## src/rtl/idct_pkg.sv

```systemverilog
// Shared definitions for the IDCT datapath: block size, default word width,
// the 1-D IDCT input permutation and the signed coefficient word type used by
// the row stage, the transpose buffer and the column stage.
package idct_pkg;

    localparam int unsigned DATA_W_DEFAULT = 32;
    localparam int unsigned N              = 8;
    localparam int unsigned IDX_W          = 3;

    typedef logic [IDX_W-1:0] idx_t;

    // Element order presented to the 1-D IDCT butterfly inputs.
    localparam idx_t IDCT_IN_ORDER [N] = '{3'd0, 3'd4, 3'd6, 3'd2, 3'd1, 3'd7, 3'd5, 3'd3};

    typedef logic signed [DATA_W_DEFAULT-1:0] coef_t;

endpackage

```

## src/rtl/idct_tp_bank.sv

```systemverilog
// One 8x8 register bank of the transpose buffer.
//   clk      : clock
//   we_i     : write the row on row_d_i into row row_i
//   row_i    : row index for the write
//   row_d_i  : 8 words, element c goes to column c
//   col_i    : column index for the combinational read
//   col_d_o  : 8 words, element r is bank[r][col_i]
// Storage is not reset; validity is tracked by the owner.
module idct_tp_bank
    import idct_pkg::*;
#(
    parameter int unsigned DATA_W = DATA_W_DEFAULT
) (
    input  logic                     clk,
    input  logic                     we_i,
    input  logic [IDX_W-1:0]         row_i,
    input  logic signed [DATA_W-1:0] row_d_i [N],
    input  logic [IDX_W-1:0]         col_i,
    output logic signed [DATA_W-1:0] col_d_o [N]
);

    logic signed [DATA_W-1:0] mem_q [N][N];

    always_ff @(posedge clk) begin
        if (we_i) begin
            mem_q[row_i] <= row_d_i;
        end
    end

    always_comb begin
        for (int unsigned r = 0; r < N; r++) begin
            col_d_o[r] = mem_q[r][col_i];
        end
    end

endmodule

```

## src/rtl/idct_transpose_buffer.sv

```systemverilog
// Ping-pong 8x8 transpose buffer between row and column IDCT stages.
// Rows are written into one bank while the other bank is read column-wise.
//   clk, reset          : clock, synchronous active-high reset
//   in_valid/in_ready   : row handshake, row on in_d0..in_d7 (natural order)
//   out_valid/out_ready : column handshake, column on out_c0..out_c7
//   out_col             : index of the presented column
//   out_last            : presented column is column 7
// PERMUTE=1 emits column elements in IDCT input order, 0 in natural order.
// out_c* are zero whenever out_valid is low.
module idct_transpose_buffer
    import idct_pkg::*;
#(
    parameter int unsigned DATA_W  = DATA_W_DEFAULT,
    parameter int unsigned PERMUTE = 1
) (
    input  logic                     clk,
    input  logic                     reset,
    input  logic                     in_valid,
    output logic                     in_ready,
    input  logic signed [DATA_W-1:0] in_d0,
    input  logic signed [DATA_W-1:0] in_d1,
    input  logic signed [DATA_W-1:0] in_d2,
    input  logic signed [DATA_W-1:0] in_d3,
    input  logic signed [DATA_W-1:0] in_d4,
    input  logic signed [DATA_W-1:0] in_d5,
    input  logic signed [DATA_W-1:0] in_d6,
    input  logic signed [DATA_W-1:0] in_d7,
    output logic                     out_valid,
    input  logic                     out_ready,
    output logic signed [DATA_W-1:0] out_c0,
    output logic signed [DATA_W-1:0] out_c1,
    output logic signed [DATA_W-1:0] out_c2,
    output logic signed [DATA_W-1:0] out_c3,
    output logic signed [DATA_W-1:0] out_c4,
    output logic signed [DATA_W-1:0] out_c5,
    output logic signed [DATA_W-1:0] out_c6,
    output logic signed [DATA_W-1:0] out_c7,
    output logic [2:0]               out_col,
    output logic                     out_last
);

    logic             wr_bank_q, wr_bank_d;
    logic             rd_bank_q, rd_bank_d;
    logic [IDX_W-1:0] wr_row_q, wr_row_d;
    logic [IDX_W-1:0] rd_col_q, rd_col_d;
    logic [1:0]       full_q, full_d;

    logic accept;
    logic take;

    logic signed [DATA_W-1:0] row_d  [N];
    logic signed [DATA_W-1:0] rd0    [N];
    logic signed [DATA_W-1:0] rd1    [N];
    logic signed [DATA_W-1:0] out_w  [N];

    assign row_d[0] = in_d0;
    assign row_d[1] = in_d1;
    assign row_d[2] = in_d2;
    assign row_d[3] = in_d3;
    assign row_d[4] = in_d4;
    assign row_d[5] = in_d5;
    assign row_d[6] = in_d6;
    assign row_d[7] = in_d7;

    assign in_ready  = !full_q[wr_bank_q];
    assign out_valid = full_q[rd_bank_q];
    assign accept    = in_valid && in_ready;
    assign take      = out_valid && out_ready;
    assign out_col   = rd_col_q;
    assign out_last  = out_valid && (rd_col_q == 3'd7);

    idct_tp_bank #(.DATA_W(DATA_W)) u_bank0 (
        .clk     (clk),
        .we_i    (accept && !wr_bank_q),
        .row_i   (wr_row_q),
        .row_d_i (row_d),
        .col_i   (rd_col_q),
        .col_d_o (rd0)
    );

    idct_tp_bank #(.DATA_W(DATA_W)) u_bank1 (
        .clk     (clk),
        .we_i    (accept && wr_bank_q),
        .row_i   (wr_row_q),
        .row_d_i (row_d),
        .col_i   (rd_col_q),
        .col_d_o (rd1)
    );

    // Set and clear never hit the same bank: writes target a non-full bank,
    // reads a full one, so both updates can be applied independently.
    always_comb begin
        wr_bank_d = wr_bank_q;
        rd_bank_d = rd_bank_q;
        wr_row_d  = wr_row_q;
        rd_col_d  = rd_col_q;
        full_d    = full_q;
        if (accept) begin
            wr_row_d = wr_row_q + 3'd1;
            if (wr_row_q == 3'd7) begin
                full_d[wr_bank_q] = 1'b1;
                wr_bank_d         = !wr_bank_q;
            end
        end
        if (take) begin
            rd_col_d = rd_col_q + 3'd1;
            if (rd_col_q == 3'd7) begin
                full_d[rd_bank_q] = 1'b0;
                rd_bank_d         = !rd_bank_q;
            end
        end
    end

    always_comb begin
        for (int unsigned k = 0; k < N; k++) begin
            logic [IDX_W-1:0] src;
            src = (PERMUTE != 0) ? IDCT_IN_ORDER[k] : IDX_W'(k);
            if (!out_valid) begin
                out_w[k] = '0;
            end else if (rd_bank_q) begin
                out_w[k] = rd1[src];
            end else begin
                out_w[k] = rd0[src];
            end
        end
    end

    assign out_c0 = out_w[0];
    assign out_c1 = out_w[1];
    assign out_c2 = out_w[2];
    assign out_c3 = out_w[3];
    assign out_c4 = out_w[4];
    assign out_c5 = out_w[5];
    assign out_c6 = out_w[6];
    assign out_c7 = out_w[7];

    always_ff @(posedge clk) begin
        if (reset) begin
            wr_bank_q <= 1'b0;
            rd_bank_q <= 1'b0;
            wr_row_q  <= '0;
            rd_col_q  <= '0;
            full_q    <= '0;
        end else begin
            wr_bank_q <= wr_bank_d;
            rd_bank_q <= rd_bank_d;
            wr_row_q  <= wr_row_d;
            rd_col_q  <= rd_col_d;
            full_q    <= full_d;
        end
    end

endmodule

```

## config.mk

```make
export PLATFORM = sky130hd
export DESIGN_NAME = idct_transpose_buffer
export DESIGN_NICKNAME = d
export VERILOG_FILES = /design/src/rtl/idct_pkg.sv /design/src/rtl/idct_tp_bank.sv /design/src/rtl/idct_transpose_buffer.sv
export SDC_FILE = /design/constraint.sdc
export NUM_CORES = 2
export LEC_CHECK = 0
export BUFFER_PORTS_ARGS = -buffer_cell sky130_fd_sc_hd__buf_2
export CAP_MARGIN = 10
export CORE_MARGIN = 5
export CORE_UTILIZATION = 56
export DETAILED_ROUTE_END_ITERATION = 6
export GPL_ROUTABILITY_DRIVEN = 0
export PLACE_DENSITY = 0.73
export SLEW_MARGIN = 15
export SYNTH_ARGS = -nofsm -noshare
export SYNTH_HDL_FRONTEND = slang
export SYNTH_SLANG_ARGS = --single-unit
```

## constraint.sdc

```tcl
create_clock -name clk -period 28.6 [get_ports clk]
set_input_delay 4.29 -clock clk [delete_from_list [all_inputs] [get_ports clk]]
set_output_delay 4.29 -clock clk [all_outputs]
set_load 0.005 [all_outputs]
```

=== Word-level counts from Yosys, hierarchy flattened ===
Memories as Yosys holds them, arrays and structs flattened.
Index checks and enable logic that the tools add are counted.

* Mux-type cells: 80
* Reductions and logical operators: 12
* $lt $le $gt $ge: 5
* Add/sub/neg operators: 2
* Bitwise logic cells: 4
* Eq/ne operators: 2

{| class="wikitable"
|+ Operators with widths
! kind !! count
|-
| 32-bit binary-select mux with 3-bit select || 16
|-
| 32-bit two-way mux || 48
|-
| 1-bit two-way mux || 10
|-
| 2-bit two-way mux || 4
|-
| 1-bit logical AND || 7
|-
| 3-bit by 1-bit adder with 3-bit output (second input constant) || 2
|-
| 3-bit equality test (second input constant) || 2
|-
| 4-bit >= comparator (second input constant) || 1
|-
| 1-bit by 2-bit less-than comparator with 1-bit output (second input constant) || 2
|-
| 3-bit NOT with 4-bit output || 1
|-
| 2-bit AND reduction || 2
|-
| 1-bit logical NOT || 3
|-
| 2-bit AND || 1
|-
| 1-bit demux with 1-bit select || 2
|-
| 1-bit >= comparator (second input constant) || 2
|-
| 2-bit NOT || 1
|-
| 2-bit bitwise OR || 1
|}

* Bits in registers: 10
* Memories: 2
* Memory bits (writable): 4096
* Input port bits: 260
* Output and inout port bits: 262
* Logic and storage cells: 112

{| class="wikitable"
|+ Memories
! memory !! depth !! bits a word !! rd ports !! clocked after memory_dff !! wr ports !! line !! source
|-
| u_bank0.mem_q || 8 || 256 || 8 || 0 || 1 || idct_tp_bank.sv:22 || <nowiki>logic signed [DATA_W-1:0] mem_q [N][N];</nowiki>
|-
| u_bank1.mem_q || 8 || 256 || 8 || 0 || 1 || idct_tp_bank.sv:22 ||
|}

=== Depth between registers and ports, before layout ===
* Depth in word-level cells: 10
* Mapped depth: 7
* Depth with buffers taken out: 5

=== Modules after synthesis ===
A second synthesis with hierarchy kept.

* Cells, all modules: 6567
* Area total of the unflattened synthesis: 158188.0 um^2

{| class="wikitable"
|+ Modules (own cells, without submodules)
! module !! area an instance (um^2) !! seq. area each (um^2) !! instances !! cells an instance
|-
| idct_tp_bank (u_bank1) || 76947.5 || 61499.0 || 1 || 2971
|-
| idct_tp_bank (u_bank0) || 76923.8 || 61499.0 || 1 || 2971
|-
| idct_transpose_buffer || 4316.6 || 200.2 || 1 || 625
|}

=== Worst setup path before layout ===
OpenSTA, ideal clock, no wires.

* Kind: input-to-reg
* Start point: input in_valid
* End point: memory u_bank1.mem_q[0][0] in the netlist's numbering, enable pin
* Data required time: 27101 ps
* Setup time: 1499 ps
* Arrival: 28441 ps
* Slack: -1339 ps
* Path buffers: 0
* Cell stages on the path: 2
* Cells stage by stage: nand3b_1 nor4_1

* Cells in the longest elaborated chain, start to end: 4

{| class="wikitable"
|+ Ends and longest elaborated chain
! element !! line !! source
|-
| start: declaration || idct_transpose_buffer.sv:18 || <nowiki>input logic in_valid,</nowiki>
|-
| 1-bit logical AND || idct_transpose_buffer.sv:67 || <nowiki>assign accept = in_valid && in_ready;</nowiki>
|-
| 1-bit logical AND || idct_transpose_buffer.sv:83 || <nowiki>.we_i (accept && wr_bank_q),</nowiki>
|-
| 1-bit two-way mux || idct_tp_bank.sv:25 || <nowiki>if (we_i) begin</nowiki>
|-
| 1-bit two-way mux (implied by the code) || idct_tp_bank.sv:26 || <nowiki>mem_q[row_i] <= row_d_i;</nowiki>
|-
| end: declaration || idct_tp_bank.sv:22 ||
|}

No other way between the ends.

=== Worst setup path after layout ===
* Start point: register rd_col_q[0], in the netlist out_col[0]
* End point: output out_c3[17]

* Cells in the longest elaborated chain, start to end: 6

{| class="wikitable"
|+ Ends and longest elaborated chain
! element !! line !! source
|-
| start: declaration || idct_transpose_buffer.sv:45 || <nowiki>logic [IDX_W-1:0] rd_col_q, rd_col_d;</nowiki>
|-
| start signal: assignment || idct_transpose_buffer.sv:148 || <nowiki>rd_col_q <= rd_col_d;</nowiki>
|-
| 3-bit NOT with 4-bit output (implied by the code) (*) || idct_tp_bank.sv:32 || <nowiki>col_d_o[r] = mem_q[r][col_i];</nowiki>
|-
| 32-bit binary-select mux with 3-bit select || idct_tp_bank.sv:32 ||
|-
| 32-bit two-way mux (implied by the code) (2 in series) || idct_tp_bank.sv:32 ||
|-
| 32-bit two-way mux (*) || idct_transpose_buffer.sv:120 || <nowiki>end else if (rd_bank_q) begin</nowiki>
|-
| 32-bit two-way mux (*) || idct_transpose_buffer.sv:118 || <nowiki>if (!out_valid) begin</nowiki>
|-
| end: declaration || idct_transpose_buffer.sv:33 || <nowiki>output logic signed [DATA_W-1:0] out_c3,</nowiki>
|}

Every way passes the cells marked *; elsewhere a longest branch is shown, timed or not. The select of a mux whose other input is x is not followed.

==> flow_summary.ini <==
[run_status]
status = finished, final reports clean

[hold_path]
holdCritPathClass = flip-flop to flip-flop
min_from = full_q[0]$_SDFF_PP0_
whs_path_depth = 2
whs_endpoint = full_q[0]$_SDFF_PP0_

[timing]
relSlewSlack = 0.117
worst_slack_ns = 15.95
rsz0062_at_grt = false
period_share = 0.442
finalHoldViolCount = 0
fin_tns_setup_ns = 0
skew_ns = 0.0558
worst_pin_slew_ns = 1.32
fmax_mhz = 79.0
slew_viol_final = 0
min_period_ns = 12.65
setup_violations = 0

[clock_network]
cts_setup_buffers = 0
clockBufferDepth = 4
tritoncts = built
clkLatencyLatePin_ns = 0.94
cts.clk_slew.worst_paths_ns = 0.06
cts_sinks = 4106
hold_buffers = 0
post_cts_resize_count = 0
htreeDepth = 5
root_buffer = clkbuf_16
numCtsBuffers = 401

[logic_synthesis]
synthMuxAreaShare = 0.143
syn_nets = 7684
ys_ff_latch = 4106
ys_seq_area_frac = 0.786
yosysUniqueCellTypes = 30
synth_fa_ha_area_frac = 0.000319
yosys.area_share.simple = 0.0301
synth_top_family_by_area = multiplexers
netlist_top_cells_area = edfxtp_1 (78%), mux4_2 (11%), mux2i_1 (3.3%)
syn_avg_cell_area_sq_um = 21.1
synth_xor_area_frac = 0.000168
synth_cells = 7420
ys_warn_count = 0
synth_top_area_share = 0.785
synth_top_cell_by_area = edfxtp_1
synth_compound_area_frac = 0.0268
syn_area_sq_um = 157000

[die]
die_area_sq_um = 290000
io_pins = 522
dieHeight_microns = 539
die_w_microns = 539
start_util = 0.562
core_area_sq_um = 279000
core.rowCount = 194

[finish]
stdcell_count = 12100
final_area_sq_um = 177000
fin_nets = 8290
syn2layout_area_growth_pct = 12.7
final_layout_size_suffix_gt1_frac = 0.238

[detailed_routing]
wl_met2_microns = 182000
wl_met3_microns = 33400
routed_wirelength_microns = 368000
drc = 0
drt_iter0_markers = 8944
drtPass1Iterations = 5
wl_met1_microns = 142000
via_per_inst = 6.49
ant_nets = 0
dr.max_layer_used = met5
wl_per_cell_microns = 30.4
dr_total_vias = 78700

[placed_design]
dpl.hpwl_microns = 192000
place_area_sq_um = 163000
port_buffers = 521
pre_cts_ws_ns = 16.66
dp.cells = 11300

[worst_setup_path]
cp.arrival_ns = 8.36
r2r_cells = 5
path_buf_inv = 7
worstPathMaxFanout = 118
slowest_delay_ns = 0.89
rr_startpoint = wr_row_q[2]$_SDFFE_PP0N_
end_kind = primary output
cp_cell_sequence = buf_4 -> buf_4 -> buf_4 -> buf_12 -> buf_4 -> buf_4 -> mux4_2 -> a32oi_1 -> o211ai_1 -> buf_2
startpoint_type = flip-flop
path_common_cell = buf_4
reg2reg_to = u_bank1.mem_q[4][239]$_DFFE_PP_
crit_family = buffers and inverters
cp.required_ns = 24.31
criticalPathCategory = flip-flop to primary output
rrSetupSlack_ns = 24.05
slowest_stage = buf_4

[job]
maxCapViolCount = 0

[grt]
antenna_found_initial = 65
grt_pass1_vias = 80700
grt_overflow_total = 0
grt.total_usage = 0.250
grt_max_degree = 137
grt_pass1_wl_microns = 543000

[power_and_ir_drop]
p_total_uw = 12200
power.leakage_uw = 0.0534
p_per_area_nw_per_um2 = 68.9
max-vdd-ir-drop_mv = 0.0704
## final cells by class
cell class                 instances  area, sq um
clock buffer                     493        10400
inverter                           1         3.75
timing repair buffer             633         3780
fill                           18300       102000
antenna                           38         95.1
clock inverter                   244         2810
tap                             3724         4660
sequential                      4106       123000
multi-input combinational       2883        31600
## how the worst max path moves through the flow
stage / to / start / cells past startpoint
after floorplan: u_bank1.mem_q[4][0]$_DFFE_PP_ / in_valid / 2
after global placement: out_c3[17] / out_col[0]$_SDFFE_PP0P_ / 10
after detailed placement: out_c3[17] / out_col[0]$_SDFFE_PP0P_ / 10
after CTS: out_c3[17] / out_col[0]$_SDFFE_PP0P_ / 10
after global routing: out_c3[17] / out_col[0]$_SDFFE_PP0P_ / 10
final: out_c3[17] / out_col[0]$_SDFFE_PP0P_ / 10
## stage by stage
| step | util | hold WS (ns) |
|---|---|---|
| 2_1_floorplan | - | 0.514 |
| 3_3_place_gp | 0.585 | 0.560 |
| 3_5_place_dp | 0.585 | 0.581 |
| 4_1_cts | 0.633 | 0.594 |
| 5_1_grt | 0.633 | 0.633 |
| 6_report | 0.633 | 0.593 |
## worst register-to-register path, cell delays in order (launching register included)
cell	delay, ns
dfxtp_1	0.62
nand2b_1	0.30
nor3_2	0.63
buf_6	0.71
buf_4	0.92
buf_4	0.87
## cells by family (layout without fill, tap and decap cells)
family                     Yosys count  count (layout)
buffers and inverters              431            1371
AOI/OAI and AO/OA                  518             518
muxes                             1284            1284
adders and majority gates            4               4
DFF                               4106            4106
xor gates and xnor gates             3               3
other                                0              38
and+or+nand+nor                   1074            1074
## registers in the layout, indices dropped and copies added, names as in the netlist
register       flops
full_q             2
out_col            3
rd_bank_q          1
u_bank0.mem_q   2048
u_bank1.mem_q   2048
wr_bank_q          1
wr_row_q           3
## synthesized netlist by cell type
master / n
a21oi_1: 4
a22oi_1: 1
a32oi_1: 255
and2_1: 4
and3_1: 1
and3b_1: 1
buf_1: 42
buf_2: 153
buf_4: 60
clkbuf_1: 175
dfxtp_1: 10
edfxtp_1: 4096
ha_1: 4
inv_1: 1
mux2i_1: 515
mux4_2: 769
nand2_1: 778
nand2b_1: 2
nand3_1: 2
nand3b_1: 1
nand4_1: 255
nor2_1: 16
nor2b_1: 2
nor3_1: 10
nor4_1: 2
o211ai_1: 256
o21ai_0: 1
o22ai_1: 1
xnor2_1: 1
xor2_1: 2
## placed cells by master, fill, tap and decap left out, drive strengths merged, types with 2 or more instances in the layout
cell type / instances
and2: 4
bufinv: 48
nor2: 16
nor4: 2
a21oi: 4
diode: 38
clkinvlp: 16
edfxtp: 4096
nor3: 10
nand4: 255
ha: 4
nand2b: 2
clkinv: 168
clkbuf: 493
o211ai: 256
a32oi: 255
dfxtp: 10
buf: 633
nor2b: 2
mux4: 769
nand2: 778
xor2: 2
mux2i: 515
inv: 13
nand3: 2
## routing by layer
metal,up-vias,global-route usage
met5,-,0
met4,26,0.0800
met3,648,0.0494
met2,4005,0.409
met1,41600,0.345
li1,32400,-
## power breakdown
| group | internal [uW] | switching [uW] | total, uW |
|---|---|---|---|
| registers | 6700 | 15.9 | 6710 |
| clock network | 3050 | 2220 | 5270 |
| logic | 32.7 | 165 | 198 |
| total | 9770 | 2400 | 12200 |
Power figures use the tool's default switching activity.
